<file path="src/rtl/bram_arbiter_if.sv">
// Request/response bundle between the instruction/data requesters and the
// BRAM arbiter. The master side is the requester; the slave side is the arbiter.
interface bram_arbiter_if #(
  parameter int ADDR_WIDTH = 12,
  parameter int NB_COL     = 4,
  parameter int COL_WIDTH  = 8
);
  localparam int DW = NB_COL * COL_WIDTH;

  logic                  i_req_valid;
  logic [ADDR_WIDTH-1:0] i_req_addr;
  logic                  i_req_ready;
  logic                  i_rsp_valid;
  logic [DW-1:0]         i_rsp_data;

  logic                  d_req_valid;
  logic                  d_req_we;
  logic [NB_COL-1:0]     d_req_be;
  logic [ADDR_WIDTH-1:0] d_req_addr;
  logic [DW-1:0]         d_req_wdata;
  logic                  d_req_ready;
  logic                  d_rsp_valid;
  logic [DW-1:0]         d_rsp_data;

  modport master (
    output i_req_valid, i_req_addr,
    input  i_req_ready, i_rsp_valid, i_rsp_data,
    output d_req_valid, d_req_we, d_req_be, d_req_addr, d_req_wdata,
    input  d_req_ready, d_rsp_valid, d_rsp_data
  );

  modport slave (
    input  i_req_valid, i_req_addr,
    output i_req_ready, i_rsp_valid, i_rsp_data,
    input  d_req_valid, d_req_we, d_req_be, d_req_addr, d_req_wdata,
    output d_req_ready, d_rsp_valid, d_rsp_data
  );
endinterface

</file>
<file path="src/rtl/bram_arbiter.sv">
// Shares one BRAM (one write port, one read port) between an instruction
// port (read-only) and a data port (reads and writes). Writes always pass
// straight through; reads are arbitrated round-robin and their responses are
// tagged through a fixed-latency pipeline.
// Define BRAM_ARBITER_HIPERF_EN when the BRAM is built with its output
// register: read latency becomes 2 and mem_out_r_en is held high.
//
// state | meaning
// RR_D  | data port wins the next contested read
// RR_I  | instruction port wins the next contested read
module bram_arbiter #(
  parameter int  ADDR_WIDTH = 12,
  parameter int  NB_COL     = 4,
  parameter int  COL_WIDTH  = 8,
  localparam int DW         = NB_COL * COL_WIDTH
) (
  input  logic                  clk,
  input  logic                  rst,
  bram_arbiter_if.slave         bus,
  output logic [ADDR_WIDTH-1:0] mem_wr_addr,
  output logic [ADDR_WIDTH-1:0] mem_rd_addr,
  output logic [DW-1:0]         mem_ram_in,
  output logic [NB_COL-1:0]     mem_byte_w_en,
  output logic                  mem_r_en,
  output logic                  mem_out_res,
  output logic                  mem_out_r_en,
  input  logic [DW-1:0]         mem_r_out
);

`ifdef BRAM_ARBITER_HIPERF_EN
  localparam int L = 2;
  localparam logic OUT_REG_EN = 1'b1;
`else
  localparam int L = 1;
  localparam logic OUT_REG_EN = 1'b0;
`endif

  typedef enum logic {RR_D = 1'b0, RR_I = 1'b1} rr_t;

  rr_t          rr_q, rr_d;
  logic         d_wr, d_rd, hazard, i_cand;
  logic         grant_i, grant_d;
  logic [L-1:0] i_tag, d_tag;

  // A write and an instruction read of the same word in one cycle would read
  // stale data, so the read is held off one cycle until the write lands.
  assign d_wr   = !rst && bus.d_req_valid && bus.d_req_we;
  assign d_rd   = !rst && bus.d_req_valid && !bus.d_req_we;
  assign hazard = bus.i_req_valid && d_wr && (bus.d_req_addr == bus.i_req_addr)
                  && (|bus.d_req_be);
  assign i_cand = !rst && bus.i_req_valid && !hazard;

  // Round-robin pointer register.
  always_ff @(posedge clk) begin
    if (rst) rr_q <= RR_D;
    else     rr_q <= rr_d;
  end

  // Grant selection; the pointer only moves when both ports want the read port.
  always_comb begin
    rr_d    = rr_q;
    grant_i = 1'b0;
    grant_d = 1'b0;
    if (i_cand && d_rd) begin
      if (rr_q == RR_I) begin
        grant_i = 1'b1;
        rr_d    = RR_D;
      end else begin
        grant_d = 1'b1;
        rr_d    = RR_I;
      end
    end else begin
      grant_i = i_cand;
      grant_d = d_rd;
    end
  end

  assign bus.i_req_ready = !rst && !hazard && !(d_rd && rr_q == RR_D);
  assign bus.d_req_ready = !rst && (bus.d_req_we || !(i_cand && rr_q == RR_I));

  assign mem_wr_addr   = bus.d_req_addr;
  assign mem_ram_in    = bus.d_req_wdata;
  assign mem_byte_w_en = d_wr ? bus.d_req_be : '0;
  assign mem_r_en      = grant_i || grant_d;
  assign mem_rd_addr   = grant_i ? bus.i_req_addr : bus.d_req_addr;
  assign mem_out_res   = rst;
  assign mem_out_r_en  = OUT_REG_EN;

  // Response tag pipeline, aligned with the BRAM read latency.
  always_ff @(posedge clk) begin
    if (rst) begin
      i_tag <= '0;
      d_tag <= '0;
    end else begin
      i_tag[0] <= grant_i;
      d_tag[0] <= grant_d;
      for (int k = 1; k < L; k++) begin
        i_tag[k] <= i_tag[k-1];
        d_tag[k] <= d_tag[k-1];
      end
    end
  end

  assign bus.i_rsp_valid = !rst && i_tag[L-1];
  assign bus.d_rsp_valid = !rst && d_tag[L-1];
  assign bus.i_rsp_data  = mem_r_out;
  assign bus.d_rsp_data  = mem_r_out;

endmodule

</file>
<file path="src/flat_wrapper.sv">
// flat-port wrapper written by rule: the top's interface ports become plain ports
module bram_arbiter_flat 
#(
  parameter int  ADDR_WIDTH = 12,
  parameter int  NB_COL     = 4,
  parameter int  COL_WIDTH  = 8,
  localparam int DW         = NB_COL * COL_WIDTH
)
  (clk, rst, mem_wr_addr, mem_rd_addr, mem_ram_in, mem_byte_w_en, mem_r_en, mem_out_res, mem_out_r_en, mem_r_out, bus_i_req_valid, bus_i_req_addr, bus_i_req_ready, bus_i_rsp_valid, bus_i_rsp_data, bus_d_req_valid, bus_d_req_we, bus_d_req_be, bus_d_req_addr, bus_d_req_wdata, bus_d_req_ready, bus_d_rsp_valid, bus_d_rsp_data);
  bram_arbiter_if #(.ADDR_WIDTH(ADDR_WIDTH), .NB_COL(NB_COL), .COL_WIDTH(COL_WIDTH)) bus_i ();
  input  logic clk;
  input  logic rst;
  output logic [ADDR_WIDTH-1:0] mem_wr_addr;
  output logic [ADDR_WIDTH-1:0] mem_rd_addr;
  output logic [DW-1:0] mem_ram_in;
  output logic [NB_COL-1:0] mem_byte_w_en;
  output logic mem_r_en;
  output logic mem_out_res;
  output logic mem_out_r_en;
  input  logic [DW-1:0] mem_r_out;
  input wire logic [$bits(bus_i.i_req_valid)-1:0] bus_i_req_valid;
  input wire logic [$bits(bus_i.i_req_addr)-1:0] bus_i_req_addr;
  output wire logic [$bits(bus_i.i_req_ready)-1:0] bus_i_req_ready;
  output wire logic [$bits(bus_i.i_rsp_valid)-1:0] bus_i_rsp_valid;
  output wire logic [$bits(bus_i.i_rsp_data)-1:0] bus_i_rsp_data;
  input wire logic [$bits(bus_i.d_req_valid)-1:0] bus_d_req_valid;
  input wire logic [$bits(bus_i.d_req_we)-1:0] bus_d_req_we;
  input wire logic [$bits(bus_i.d_req_be)-1:0] bus_d_req_be;
  input wire logic [$bits(bus_i.d_req_addr)-1:0] bus_d_req_addr;
  input wire logic [$bits(bus_i.d_req_wdata)-1:0] bus_d_req_wdata;
  output wire logic [$bits(bus_i.d_req_ready)-1:0] bus_d_req_ready;
  output wire logic [$bits(bus_i.d_rsp_valid)-1:0] bus_d_rsp_valid;
  output wire logic [$bits(bus_i.d_rsp_data)-1:0] bus_d_rsp_data;
  assign bus_i.i_req_valid = bus_i_req_valid;
  assign bus_i.i_req_addr = bus_i_req_addr;
  assign bus_i_req_ready = bus_i.i_req_ready;
  assign bus_i_rsp_valid = bus_i.i_rsp_valid;
  assign bus_i_rsp_data = bus_i.i_rsp_data;
  assign bus_i.d_req_valid = bus_d_req_valid;
  assign bus_i.d_req_we = bus_d_req_we;
  assign bus_i.d_req_be = bus_d_req_be;
  assign bus_i.d_req_addr = bus_d_req_addr;
  assign bus_i.d_req_wdata = bus_d_req_wdata;
  assign bus_d_req_ready = bus_i.d_req_ready;
  assign bus_d_rsp_valid = bus_i.d_rsp_valid;
  assign bus_d_rsp_data = bus_i.d_rsp_data;
  bram_arbiter #(.ADDR_WIDTH(ADDR_WIDTH), .NB_COL(NB_COL), .COL_WIDTH(COL_WIDTH)) u_core (.clk(clk), .rst(rst), .bus(bus_i), .mem_wr_addr(mem_wr_addr), .mem_rd_addr(mem_rd_addr), .mem_ram_in(mem_ram_in), .mem_byte_w_en(mem_byte_w_en), .mem_r_en(mem_r_en), .mem_out_res(mem_out_res), .mem_out_r_en(mem_out_r_en), .mem_r_out(mem_r_out));
endmodule
</file>
<file path="config.mk">
export PLATFORM = sky130hd
export DESIGN_NAME = bram_arbiter_flat
export DESIGN_NICKNAME = d
export VERILOG_FILES = /design/src/rtl/bram_arbiter_if.sv /design/src/rtl/bram_arbiter.sv /design/src/flat_wrapper.sv
export SDC_FILE = /design/constraint.sdc
export NUM_CORES = 1
export LEC_CHECK = 0
export ABC_CLOCK_PERIOD_IN_PS = 2800
export CORE_MARGIN = 2
export CORE_UTILIZATION = 20
export CTS_CLUSTER_SIZE = 14
export DETAILED_ROUTE_END_ITERATION = 7
export PLACE_DENSITY = 0.78
export SYNTH_ARGS = -nofsm -noshare
export SYNTH_HDL_FRONTEND = slang
export SYNTH_SLANG_ARGS = --single-unit
</file>
<file path="constraint.sdc">
create_clock -name clk -period 2.8 [get_ports clk]
set_clock_uncertainty 0.2 [all_clocks]
set_input_delay 0.56 -clock clk [delete_from_list [all_inputs] [get_ports clk]]
set_output_delay 0.56 -clock clk [all_outputs]
set_load 0.01 [all_outputs]
</file>
# == Yosys cells after proc, flatten, opt, wreduce, memory -nomap -nowiden ==
# Cells that the tools add are included.
# W data, S select, Z words.
# word_totals
out_inout_bits,131
inputBits,97
word_cells,35
ff_bits,3
# classes
n_reduce_logical,24
eq_ne,1
mux,6
n_bitwise,1
# op_table
operator,count
$logic_and A1 B1 Y1,16
$eq A12 B12 Y1,1
$mux W12,1
$logic_not A1 Y1,5
$mux W1,4
$mux W4,1
$reduce_or A4 Y1,1
$logic_or A1 B1 Y1,2
$not A1 Y1,1

# == Logic depth before layout (Yosys ltp) ==
# depth
ltp_word,12
ltp_mapped,6
depth_no_buf,5

# == Least setup slack after synthesis ==
# OpenSTA, ideal clock, no wires.
# synth_path
path_type,in2out
start,in bus_d_req_be[2]
end,out mem_rd_addr[10]
path_slack_ns,-0.030
required_ns,2.040
path_buffers,1
t_arrival_ns,2.070
stages,6
path_cell_list,or4_4 > nand4_2 > nor4_4 > nor4b_4 > buf_8 > mux2_4
# synth_via
elab_chain_cells,7
# synth_rtl
element,line_no,rtl
"start, declared",flat_wrapper.sv:28,input wire logic [$bits(bus_i.d_req_be)-1:0] bus_d_req_be;
$reduce_or A4 Y1 (*),bram_arbiter.sv:50,&& (|bus.d_req_be);
$logic_and A1 B1 Y1 (*),bram_arbiter.sv:50,
$logic_not A1 Y1 (*),bram_arbiter.sv:51,assign i_cand = !rst && bus.i_req_valid && !hazard;
$logic_and A1 B1 Y1 (*),bram_arbiter.sv:51,
$logic_and A1 B1 Y1,bram_arbiter.sv:64,if (i_cand && d_rd) begin
$mux W1 (*),bram_arbiter.sv:64,
$mux W12 (*),bram_arbiter.sv:85,assign mem_rd_addr = grant_i ? bus.i_req_addr : bus.d_req_addr;
"end, declared",flat_wrapper.sv:14,output logic [ADDR_WIDTH-1:0] mem_rd_addr;
# Mark *: on every way between the ends. The rest lies on a longest branch, timed or not.

# == Final worst setup path ==
# Ends and elaborated chain as after synthesis.

==> flow_summary.html <==
<table>
<tr><th>Metric</th><th>Value</th></tr>
<tr><th colspan="2">Clock tree</th></tr>
<tr><td>Worst-path clk slew</td><td>30 ps</td></tr>
<tr><td>CTS tree</td><td>yes</td></tr>
<tr><td>Deepest level of the CTS H-tree</td><td>1</td></tr>
<tr><td># hold bufs at CTS</td><td>0</td></tr>
<tr><td>Cell at the root of the clock tree</td><td>sky130_fd_sc_hd__clkbuf_8</td></tr>
<tr><td>Clock latency on the worst-skew pair</td><td>210 ps</td></tr>
<tr><td>Number of buffers created by CTS</td><td>3</td></tr>
<tr><td>Maximum root-to-sink buffer count</td><td>2</td></tr>
<tr><td>Total clock sinks</td><td>3</td></tr>
<tr><th colspan="2">Yosys</th></tr>
<tr><td>Count of synthesis-stage warnings from yosys</td><td>0</td></tr>
<tr><td>Synth cell count leaders</td><td>sky130_fd_sc_hd__buf_4 (110), sky130_fd_sc_hd__xnor2_1 (12), sky130_fd_sc_hd__mux2_4 (9)</td></tr>
<tr><td>Share of the synthesized area in the top cell type</td><td>58.9%</td></tr>
<tr><td>Most common cell in the synthesized netlist</td><td>sky130_fd_sc_hd__buf_4</td></tr>
<tr><td>Number of synthesized register bits</td><td>3</td></tr>
<tr><td>Dominant synthesized flop cell</td><td>sky130_fd_sc_hd__dfxtp_1</td></tr>
<tr><td>Main area contributors after synthesis</td><td>sky130_fd_sc_hd__buf_4 (59%), sky130_fd_sc_hd__mux2_4 (9.6%), sky130_fd_sc_hd__xnor2_1 (7.5%)</td></tr>
<tr><td>Async SR Flop Fraction</td><td>0%</td></tr>
<tr><td>Count of distinct cell types in the synthesized netlist</td><td>26</td></tr>
<tr><td>Post-synth EDFFs</td><td>0</td></tr>
<tr><td>Share of the yosys chip area belonging to registers</td><td>4.29%</td></tr>
<tr><td>Number of nets produced by synthesis</td><td>264</td></tr>
<tr><td>Cell type with the highest aggregate area in the netlist</td><td>sky130_fd_sc_hd__buf_4</td></tr>
<tr><td>Synthesized area divided by synthesized cell count</td><td>8.39 µm²</td></tr>
<tr><td>Post-Synthesis Cells</td><td>167</td></tr>
<tr><td>Summed instance area of the synthesized netlist</td><td>1400 µm²</td></tr>
<tr><th colspan="2">Route</th></tr>
<tr><td>Overall routed net length</td><td>3.31 mm</td></tr>
<tr><td>Vias per std cell</td><td>3.50</td></tr>
<tr><td>Residual DRC</td><td>0</td></tr>
<tr><td>First drt pass iteration count</td><td>4</td></tr>
<tr><td>Number of nets with antenna violations after detailed routing</td><td>0</td></tr>
<tr><td>Routed via count</td><td>892</td></tr>
<tr><td>Number of violations reported at the end of detailed-routing iteration 0</td><td>13</td></tr>
<tr><td>Average wire length per cell after detail routing</td><td>13.0 µm</td></tr>
<tr><th colspan="2">Setup path</th></tr>
<tr><td>Cell with the most instances on the worst path</td><td>sky130_fd_sc_hd__buf_6</td></tr>
<tr><td>Worst endpoint data arrival time</td><td>2370 ps</td></tr>
<tr><td>Required time at the worst-slack endpoint</td><td>2040 ps</td></tr>
<tr><td>Reg-to-reg critical path startpoint</td><td>u_core.rr_q$_SDFFE_PP0P_</td></tr>
<tr><td>Critical path's top delay family</td><td>simple AND/OR/NAND/NOR gates</td></tr>
<tr><td>Highest cell delay on the worst timing path</td><td>540 ps</td></tr>
<tr><td>Critical Path Source</td><td>bus_d_req_be[2]</td></tr>
<tr><td>Max Fanout on Critical Path</td><td>8</td></tr>
<tr><td>Number of buffer and inverter instances along the worst setup path</td><td>4</td></tr>
<tr><td>Setup CP Type</td><td>input pin to output port</td></tr>
<tr><td>Type of element capturing the critical path</td><td>output port</td></tr>
<tr><td>Slowest cell on the critical path</td><td>sky130_fd_sc_hd__or4_4</td></tr>
<tr><td>Critical Path Source Type</td><td>input pin</td></tr>
<tr><td>Critical-path cell list</td><td>buf_6 -&gt; or4_4 -&gt; nand4_4 -&gt; nor4_4 -&gt; nor4b_4 -&gt; buf_6 -&gt; buf_6 -&gt; mux2_4 -&gt; buf_6</td></tr>
<tr><th colspan="2">Power</th></tr>
<tr><td>Switching Fraction</td><td>29.0%</td></tr>
<tr><td>Switching power total</td><td>0.000121 W</td></tr>
<tr><td>Worst voltage drop across the vdd grid</td><td>0.0675 mV</td></tr>
<tr><td>Clock Power Share</td><td>30.2%</td></tr>
<tr><td>Static Leak</td><td>0.805 nW</td></tr>
<tr><td>Power per cell area</td><td>240 nW/µm²</td></tr>
<tr><td>Comb power frac</td><td>58.8%</td></tr>
<tr><td>Total power consumption of the routed design</td><td>0.000416 W</td></tr>
<tr><td>Sequential Power Share</td><td>11.0%</td></tr>
<tr><td>Internal power</td><td>0.000295 W</td></tr>
<tr><th colspan="2">Floorplan</th></tr>
<tr><td>Standard-cell rows</td><td>30</td></tr>
<tr><td>Die Outline Area</td><td>7690 µm²</td></tr>
<tr><td>Horizontal die dimension</td><td>87.7 µm</td></tr>
<tr><td>Ports</td><td>228</td></tr>
<tr><td>Starting Density</td><td>20.6%</td></tr>
<tr><td>Core region area</td><td>6790 µm²</td></tr>
<tr><td>Height of the chip</td><td>87.7 µm</td></tr>
<tr><th colspan="2">Final layout</th></tr>
<tr><td>Layout Area Growth over Synthesis</td><td>23.6%</td></tr>
<tr><td>Share of final-layout standard cells stronger than drive strength 1</td><td>59.1%</td></tr>
<tr><td>Total number of nets in the final design</td><td>257</td></tr>
<tr><td>Number of fill cells</td><td>730</td></tr>
<tr><td>Sequential Area</td><td>60.1 µm²</td></tr>
<tr><td>Design area</td><td>1730 µm²</td></tr>
<tr><td>Multi-input gate area in the final layout</td><td>581 µm²</td></tr>
<tr><td>Count of inserted antenna diode cells</td><td>0</td></tr>
<tr><th colspan="2">Outcome</th></tr>
<tr><td>Failing checks</td><td>negative setup slack</td></tr>
<tr><td>Run status</td><td>complete, but fails checks</td></tr>
<tr><th colspan="2">STA</th></tr>
<tr><td>Number of pins exceeding their max-slew limit in the final report</td><td>0</td></tr>
<tr><td>Max Fclk</td><td>320 MHz</td></tr>
<tr><td>Unrepaired setup endpoints after global routing</td><td>yes</td></tr>
<tr><td>Share of the clock period used by the worst path after layout</td><td>112%</td></tr>
<tr><td>Final setup violation count</td><td>12</td></tr>
<tr><td>Crit path time final</td><td>3130 ps</td></tr>
<tr><td>Final WS setup</td><td>-326 ps</td></tr>
<tr><td>Final hold vios</td><td>0</td></tr>
<tr><th colspan="2">Placement</th></tr>
<tr><td>Post-detailed-placement half-perimeter wirelength</td><td>2.75 mm</td></tr>
<tr><td>Placed standard-cell area</td><td>1520 µm²</td></tr>
<tr><td>Port-buffer cells</td><td>66</td></tr>
<tr><td>GP Congestion</td><td>0.636</td></tr>
<tr><th colspan="2">Run</th></tr>
<tr><td>Max-capacitance violation count</td><td>0</td></tr>
<tr><th colspan="2">Hold path</th></tr>
<tr><td>Hold Path Origin</td><td>u_core.rr_q$_SDFFE_PP0P_</td></tr>
<tr><td>Kind of path behind the tightest hold check</td><td>register to register</td></tr>
<tr><th colspan="2">Global route</th></tr>
<tr><td>Tot GR Track Use</td><td>8.42%</td></tr>
<tr><td>Wire length of the first global-routing pass</td><td>5.01 mm</td></tr>
<tr><td>Maximum number of pins on one net before global-route repair</td><td>10</td></tr>
<tr><td>Antenna violations before repair</td><td>0</td></tr>
<tr><td>Via count of the first global-routing pass</td><td>1019</td></tr>
<tr><td>Overflow after GRT</td><td>0</td></tr>
</table>
==> sequential cells by signal, summed over array words and instances, names as in the netlist <==
signal and flops:
u_core.i_tag 1, u_core.rr_q 1, u_core.d_tag 1
==> cells by family after synthesis <==
logic type                share of synthesized area, %
buffers and inverters                             61.1
and+or+nand+nor                                   12.1
xor gates and xnor gates                          8.13
muxes                                             12.1
AOI/OAI and AO/OA                                 2.05
DFF                                               4.29
other                                            0.268
==> final cells by class <==
type	count	area share, %
timing repair buffer	100	52.8
inverter	3	0.650
tap	96	6.94
clock buffer	4	2.60
sequential	3	3.47
multi-input combinational	49	33.5
==> repair_timing <==
item | CTS | global route
endpoints found under the setup margin | 19 | 16
gates cloned | 0 | 0
pin swaps | 16 | 15
resized for setup | 154 | 15
endpoints found under the hold margin | 0 | 0
buffers inserted | 10 | 0
==> power by group through the flow <==
stage               registers (W)  clock network [W]  logic, W
global placement        0.0000461                  0  0.000222
CTS                     0.0000456           0.000131  0.000244
finish                  0.0000456           0.000126  0.000244
floorplan               0.0000463                  0  0.000236
detailed placement      0.0000461                  0  0.000224
global route            0.0000459           0.000137  0.000262
==> stage by stage <==
step	worst slack (ps)	hold slack (ps)	cells	setup TNS (ps)	util [%]
2_1_floorplan	-30.3	298	167	-273	-
3_3_place_gp	-931	356	241	-13040	22.3
3_5_place_dp	-1020	365	241	-13800	22.3
4_1_cts	-403	389	255	-4240	25.3
5_1_grt	-399	431	255	-4200	25.5
6_report	-326	393	255	-3380	25.5
==> cells in the final DEF, fill, tap and decap left out, types with 2 or more instances in the layout <==
cell	instances
sky130_fd_sc_hd__clkbuf_2	4
sky130_fd_sc_hd__inv_1	3
sky130_fd_sc_hd__mux2_4	12
sky130_fd_sc_hd__xnor2_2	7
sky130_fd_sc_hd__xnor2_1	5
sky130_fd_sc_hd__clkdlybuf4s50_1	16
sky130_fd_sc_hd__clkdlybuf4s15_1	6
sky130_fd_sc_hd__clkdlybuf4s15_2	5
sky130_fd_sc_hd__buf_6	24
sky130_fd_sc_hd__nor2b_1	2
sky130_fd_sc_hd__nor3_1	2
sky130_fd_sc_hd__dlygate4sd2_1	16
sky130_fd_sc_hd__nand4_4	2
sky130_fd_sc_hd__buf_2	4
sky130_fd_sc_hd__buf_4	25
sky130_fd_sc_hd__dfxtp_1	3
sky130_fd_sc_hd__and2_1	4
sky130_fd_sc_hd__clkbuf_8	3
==> layer usage <==
metal | track usage [%] | vias to the layer above | share of wire, %
li1 | - | 406 | -
met1 | 7.95 | 382 | 32
met2 | 13.9 | 65 | 50
met3 | 2.83 | 39 | 11
met4 | 8.53 | 0 | 7.4
met5 | 0 | - | 0
==> worst reg2reg max path, cell delays in order, from the launching register on <==
cell and delay [ps]:
sky130_fd_sc_hd__dfxtp_1 320, sky130_fd_sc_hd__nor4_2 460, sky130_fd_sc_hd__nor4b_4 110, sky130_fd_sc_hd__buf_6 170, sky130_fd_sc_hd__buf_4 130
==> worst paths after layout <==
kind / slack (ps) / cells past startpoint / end
min: 390 / 2 / u_core.d_tag$_SDFF_PP0_
max: -330 / 9 / mem_rd_addr[10]
max reg2reg: 1310 / 4 / u_core.i_tag$_SDFF_PP0_
min reg2reg: 390 / 2 / u_core.d_tag$_SDFF_PP0_
Note: power is estimated with default switching activity, not from simulation.
==> edit 1 (config.mk and constraints unchanged) <==
Build with the macro `BRAM_ARBITER_HIPERF_EN` defined.
--- a/src/rtl/bram_arbiter.sv
+++ b/src/rtl/bram_arbiter.sv
@@ -10,2 +10,4 @@
 // RR_I  | instruction port wins the next contested read
+`define BRAM_ARBITER_HIPERF_EN
+
 module bram_arbiter #(
Function: changed (a bounded check fails within 4 cycles, from zero or initial values and one cycle with rst high).
==> edit 1 against the unedited design <==
The flow still finishes with violations (setup timing). Worst hold slack got worse by 0.17 ns. Total power grew 8.8%. Area after synthesis grew 2.4%. Sequential cell count increased by 2. Cell area grew 0.29%. Routed wire length grew 13%. Worst setup slack better by 0.13 ns. Fmax increased by 4.5%. Critical endpoint is now mem_rd_addr[9]. Largest power group unchanged. Highest routed layer unchanged.
==> edit 1: results (changes against the unedited design) <==
* Largest cells by area after synthesis: buf_4, mux2_4, dfxtp_1 (was buf_4, mux2_4, xnor2_1)
* DR pass1 iterations at 3 (was 4)
* Vias in the first global route at 971 (was 1019)
* Met3 wire len at 393 um (was 360 um)
* Critical Path Source: bus_i_req_addr[4] (was bus_d_req_be[2])
* Worst vdd ir at 0.08833 mV (was 0.06749 mV)
* DPL Wire Length at 3.039 mm (was 2.751 mm)
* DR vias at 935 (was 892)
* CP top delay family: buffers and inverters (was simple AND/OR/NAND/NOR gates)
* Nets at 260 (was 257)
* Final setup viols at 13 (was 12)
* CP max stage delay at 0.31 ns (was 0.54 ns)
* Static leakage at 0.8142 nW (was 0.8046 nW)
* Status: finished, violations left (unchanged)
* Met2 Wirelength at 1.815 mm (was 1.648 mm)
* Slowest-stage cell, CP: mux2_4 (was or4_4)
* DRT met1 WL at 1.275 mm (was 1.053 mm)
* Largest net degree at the start of global routing at 13 (was 10)
* Core Region at 6869 um^2 (was 6794 um^2)
* Mux share of post-synthesis cell area at 11.77% (was 12.05%)
* Total global-route track usage at 8.740% (was 8.417%)
* Fraction of synthesized cell area in xor and xnor cells at 7.934% (was 8.125%)
* Setup ws final at -0.1916 ns (was -0.3264 ns)
* Commonest cells in the netlist: buf_4, mux2_4, xnor2_1 (was buf_4, xnor2_1, mux2_4, and2_1)
* Critical Path End: mem_rd_addr[9] (was mem_rd_addr[10])
* GP Congestion at 0.6899 (was 0.6360)
* Sequential area share after synthesis at 6.975% (was 4.286%)
* Failing checks: setup timing (unchanged)
* Post-synthesis compound-gate area fraction at 3.226% (was 2.054%)
* Biggest regs: u_core.d_tag: 2 flops, u_core.i_tag: 2 flops, u_core.rr_q: 1 flops (was u_core.d_tag: 1 flops, u_core.i_tag: 1 flops, u_core.rr_q: 1 flops)
* Synth Net Count at 272 (was 264)
* Wire per inst at 14.43 um (was 12.96 um)
* Share of cells above drive strength 1 at 59.26% (was 59.12%)
## edit 1: how the worst min path moves through the flow
stage / from / endpoint / slack, ns / cells past startpoint
5_1_grt: u_core.d_tag[0] / u_core.d_tag[1] / 0.25 / 1
6_report: u_core.d_tag[0] / u_core.d_tag[1] / 0.22 / 1
2_1_floorplan: u_core.d_tag[0] / u_core.d_tag[1] / 0.21 / 1
3_5_place_dp: u_core.d_tag[0] / u_core.d_tag[1] / 0.23 / 1
3_3_place_gp: u_core.i_tag[0] / u_core.i_tag[1] / 0.22 / 1
4_1_cts: u_core.d_tag[0] / u_core.d_tag[1] / 0.23 / 1
## edit 1: kinds of logic (layout without fill, tap and decap cells)
logic type             after synthesis  in the layout
buffers and inverters              114            101
multiplexers                        12             12
AND/OR/NAND/NOR                     25             25
AO/OA/AOI/OAI                        5              5
XOR/XNOR                            13             13
flip-flops                           5              5
other                                1              1
## edit 1: per-stage QoR
step	utilization [%]	instances	hold slack (ns)	TNS (ns)	cell area [um^2]
2_1_floorplan	-	175	0.2138	0	1435
3_3_place_gp	23.02	252	0.2173	-17.35	1582
3_5_place_dp	23.02	252	0.2281	-17.74	1582
4_1_cts	24.92	258	0.2319	-2.482	1712
5_1_grt	25.28	258	0.2542	-2.943	1737
6_report	25.28	258	0.2244	-2.189	1737
## edit 1: layout make-up
cell class	instances	area, um^2
Clock buffer	4	45.04
Fill cell	756	5132
Inverter	2	7.507
Multi-Input combinational cell	56	600.6
Sequential cell	5	100.1
Tap cell	96	120.1
Timing Repair Buffer	95	863.3
## edit 1: repair_timing
action / CTS / global route
pin swaps: 17 / 7
hold endpoints to repair: 0 / 0
gates resized for setup: 188 / 12
buffers inserted: 2 / 0
setup endpoints to repair: 18 / 14
## edit 1: power by group through the flow
| stage | combinational (mW) | sequential [mW] | clock, mW |
|---|---|---|---|
| after floorplan | 0.231 | 0.0770 | 0 |
| after global placement | 0.225 | 0.0772 | 0 |
| after detailed placement | 0.228 | 0.0774 | 0 |
| final | 0.243 | 0.0766 | 0.133 |
| after CTS | 0.241 | 0.0764 | 0.134 |
| after global routing | 0.261 | 0.0768 | 0.140 |
## edit 1: routing by layer
metal,GRT usage [%],up-vias
met2,14.93,55
met1,8.819,417
met3,2.425,46
met5,0,-
li1,-,417
met4,7.163,0
==> edit 2 (same settings) <==
Without the edit above. Reset style: asynchronous (`rst`), changed in 2 clocked blocks.
--- a/src/rtl/bram_arbiter.sv
+++ b/src/rtl/bram_arbiter.sv
@@ -53,3 +53,3 @@
   // Round-robin pointer register.
-  always_ff @(posedge clk) begin
+  always_ff @(posedge clk or posedge rst) begin
     if (rst) rr_q <= RR_D;
@@ -89,3 +89,3 @@
   // Response tag pipeline, aligned with the BRAM read latency.
-  always_ff @(posedge clk) begin
+  always_ff @(posedge clk or posedge rst) begin
     if (rst) begin
Check against the original RTL: no difference found for any inputs over 10 cycles, from zero or initial values and one cycle with rst high; that may be too few to reach the edited logic, so the function may still have changed.
==> edit 2 against the unedited design <==
The flow still finishes with violations (setup timing). Worst setup slack improved by 0.14 ns. Sequential cell count unchanged. Total power grew 3.4%. Cell area is 9.4% lower. Combinational power is 3% lower. Routed wire length rose by 7.0%. Clock power grew 3%. Area after synthesis fell by 0.89%. Critical path depth stayed put. Sequential power rose by 37%. Die area shrank 0.85%. Critical endpoint is now mem_rd_addr[6]. Largest power group unchanged.
==> edit 2: results (changes against the unedited design) <==
* Combinational power at 0.237 mW (was 0.244 mW)
* GP Congestion at 0.6764 (was 0.6360)
* Static leakage at 0.7404 nW (was 0.8046 nW)
* DR pass1 iterations at 5 (was 4)
* N_taps at 80 (was 96)
* Initial antenna violation count at 0 (unchanged)
* Post-CTS Resized at 133 (was 154)
* Slowest-stage cell, CP: or4_4 (unchanged)
* Sequential cell count at 3 (unchanged)
* CP max stage delay at 0.52 ns (was 0.54 ns)
* Filler-free cell count of the finished design at 231 (was 255)
* Final setup viols at 12 (unchanged)
* NonClk Buf Share at 52.31% (was 52.82%)
* Number of non-clock buffers in the layout at 93 (was 100)
* Post-synth ARST share at 100.0% (was 0%)
* ANT cells at 0 (unchanged)
* Synth Net Count at 262 (was 264)
* Status: finished, violations left (unchanged)
* Worst R2R End: u_core.i_tag (unchanged)
* Post-Place Cells at 223 (was 241)
* Pwr per Cell Area at 273.8 nW/um^2 (was 239.9 nW/um^2)
* Setup TNS at -1.963 ns (was -3.381 ns)
* Sequential area share after synthesis at 5.405% (was 4.286%)
* Largest cells by area after synthesis: buf_4, mux2_4, xnor2_1 (unchanged)
* R2R depth at 5 (was 4)
* Clk buf depth at 2 (unchanged)
* Post-CTS setup buffers at 4 (was 10)
* Psw at 0.1339 mW (was 0.1207 mW)
* Share of cells above drive strength 1 at 58.94% (was 59.12%)
* Final WL at 3.538 mm (was 3.306 mm)
* DPL Wire Length at 2.954 mm (was 2.751 mm)
* First-pass GRT wire length at 4.947 mm (was 5.009 mm)
* Vias in the first global route at 995 (was 1019)
* Syn Inst Count at 165 (was 167)
* Share of cell area taken by multi-input logic gates at 33.17% (was 33.53%)
* Non-clk invs at 2 (was 3)
* Multi-input gate area at 520.5 um^2 (was 580.6 um^2)
* Critical Path End: mem_rd_addr[6] (was mem_rd_addr[10])
* Critical Path Source: bus_d_req_be[1] (was bus_d_req_be[2])
* Initial DRC Count at 12 (was 13)
* Crit-path max FO at 5 (was 8)
* Commonest cells in the netlist: buf_4, xnor2_1, mux2_4, and2_2 (was buf_4, xnor2_1, mux2_4, and2_1)
* FF+latch area at 75.07 um^2 (was 60.06 um^2)
* Post-synth cell types at 24 (was 26)
* Failing checks: setup timing (unchanged)
* ClkCell Share at 2.871% (was 2.601%)
* DR vias at 918 (was 892)
* Worst vdd ir at 0.1252 mV (was 0.06749 mV)
* Total global-route track usage at 8.504% (was 8.417%)
* Worst hold slack at 0.2953 ns (was 0.3925 ns)
* Setup ws final at -0.1910 ns (was -0.3264 ns)
* Ys flop type: dfrtp_1 (was dfxtp_1)
* Worst r2r src: u_core.rr_q (unchanged)
* Nets at 249 (was 257)
* Hold WC Path Type: in -> async (was reg -> reg)
* CTS HTree Levels at 1 (unchanged)
* Comb_multi_in at 49 (unchanged)
* Area after DPL at 1498 um^2 (was 1518 um^2)
==> edit 2: changes by cell type after synthesis, moves of 2 or more <==
cell	before	now
and2_1	4	0
and2_2	0	4
dfrtp_1	0	3
dfxtp_1	3	0
nor2b_1	3	0
and2b_2	0	2
nand4_2	2	0
nor2_1	1	3
==> edit 2: kinds of logic (layout without fill, tap and decap cells) <==
logic type | after synthesis | in the layout | synth area share (%)
AOI/OAI and AO/OA | 3 | 3 | 1.171
DFF | 3 | 3 | 5.405
and+or+nand+nor | 20 | 20 | 11.98
muxes | 12 | 12 | 12.16
buffers and inverters | 113 | 99 | 60.81
xor gates and xnor gates | 13 | 13 | 8.198
other | 1 | 1 | 0.2700
==> edit 2: routing by layer <==
metal | up-vias | part of all wire (%) | wire (um) | track usage (%)
met1 | 404 | 28 | 999 | 6.990
met4 | 0 | 7.0 | 246 | 8.112
met2 | 87 | 51 | 1790 | 14.94
met3 | 42 | 14 | 501 | 3.602
li1 | 385 | - | - | -
met5 | - | 0 | 0 | 0
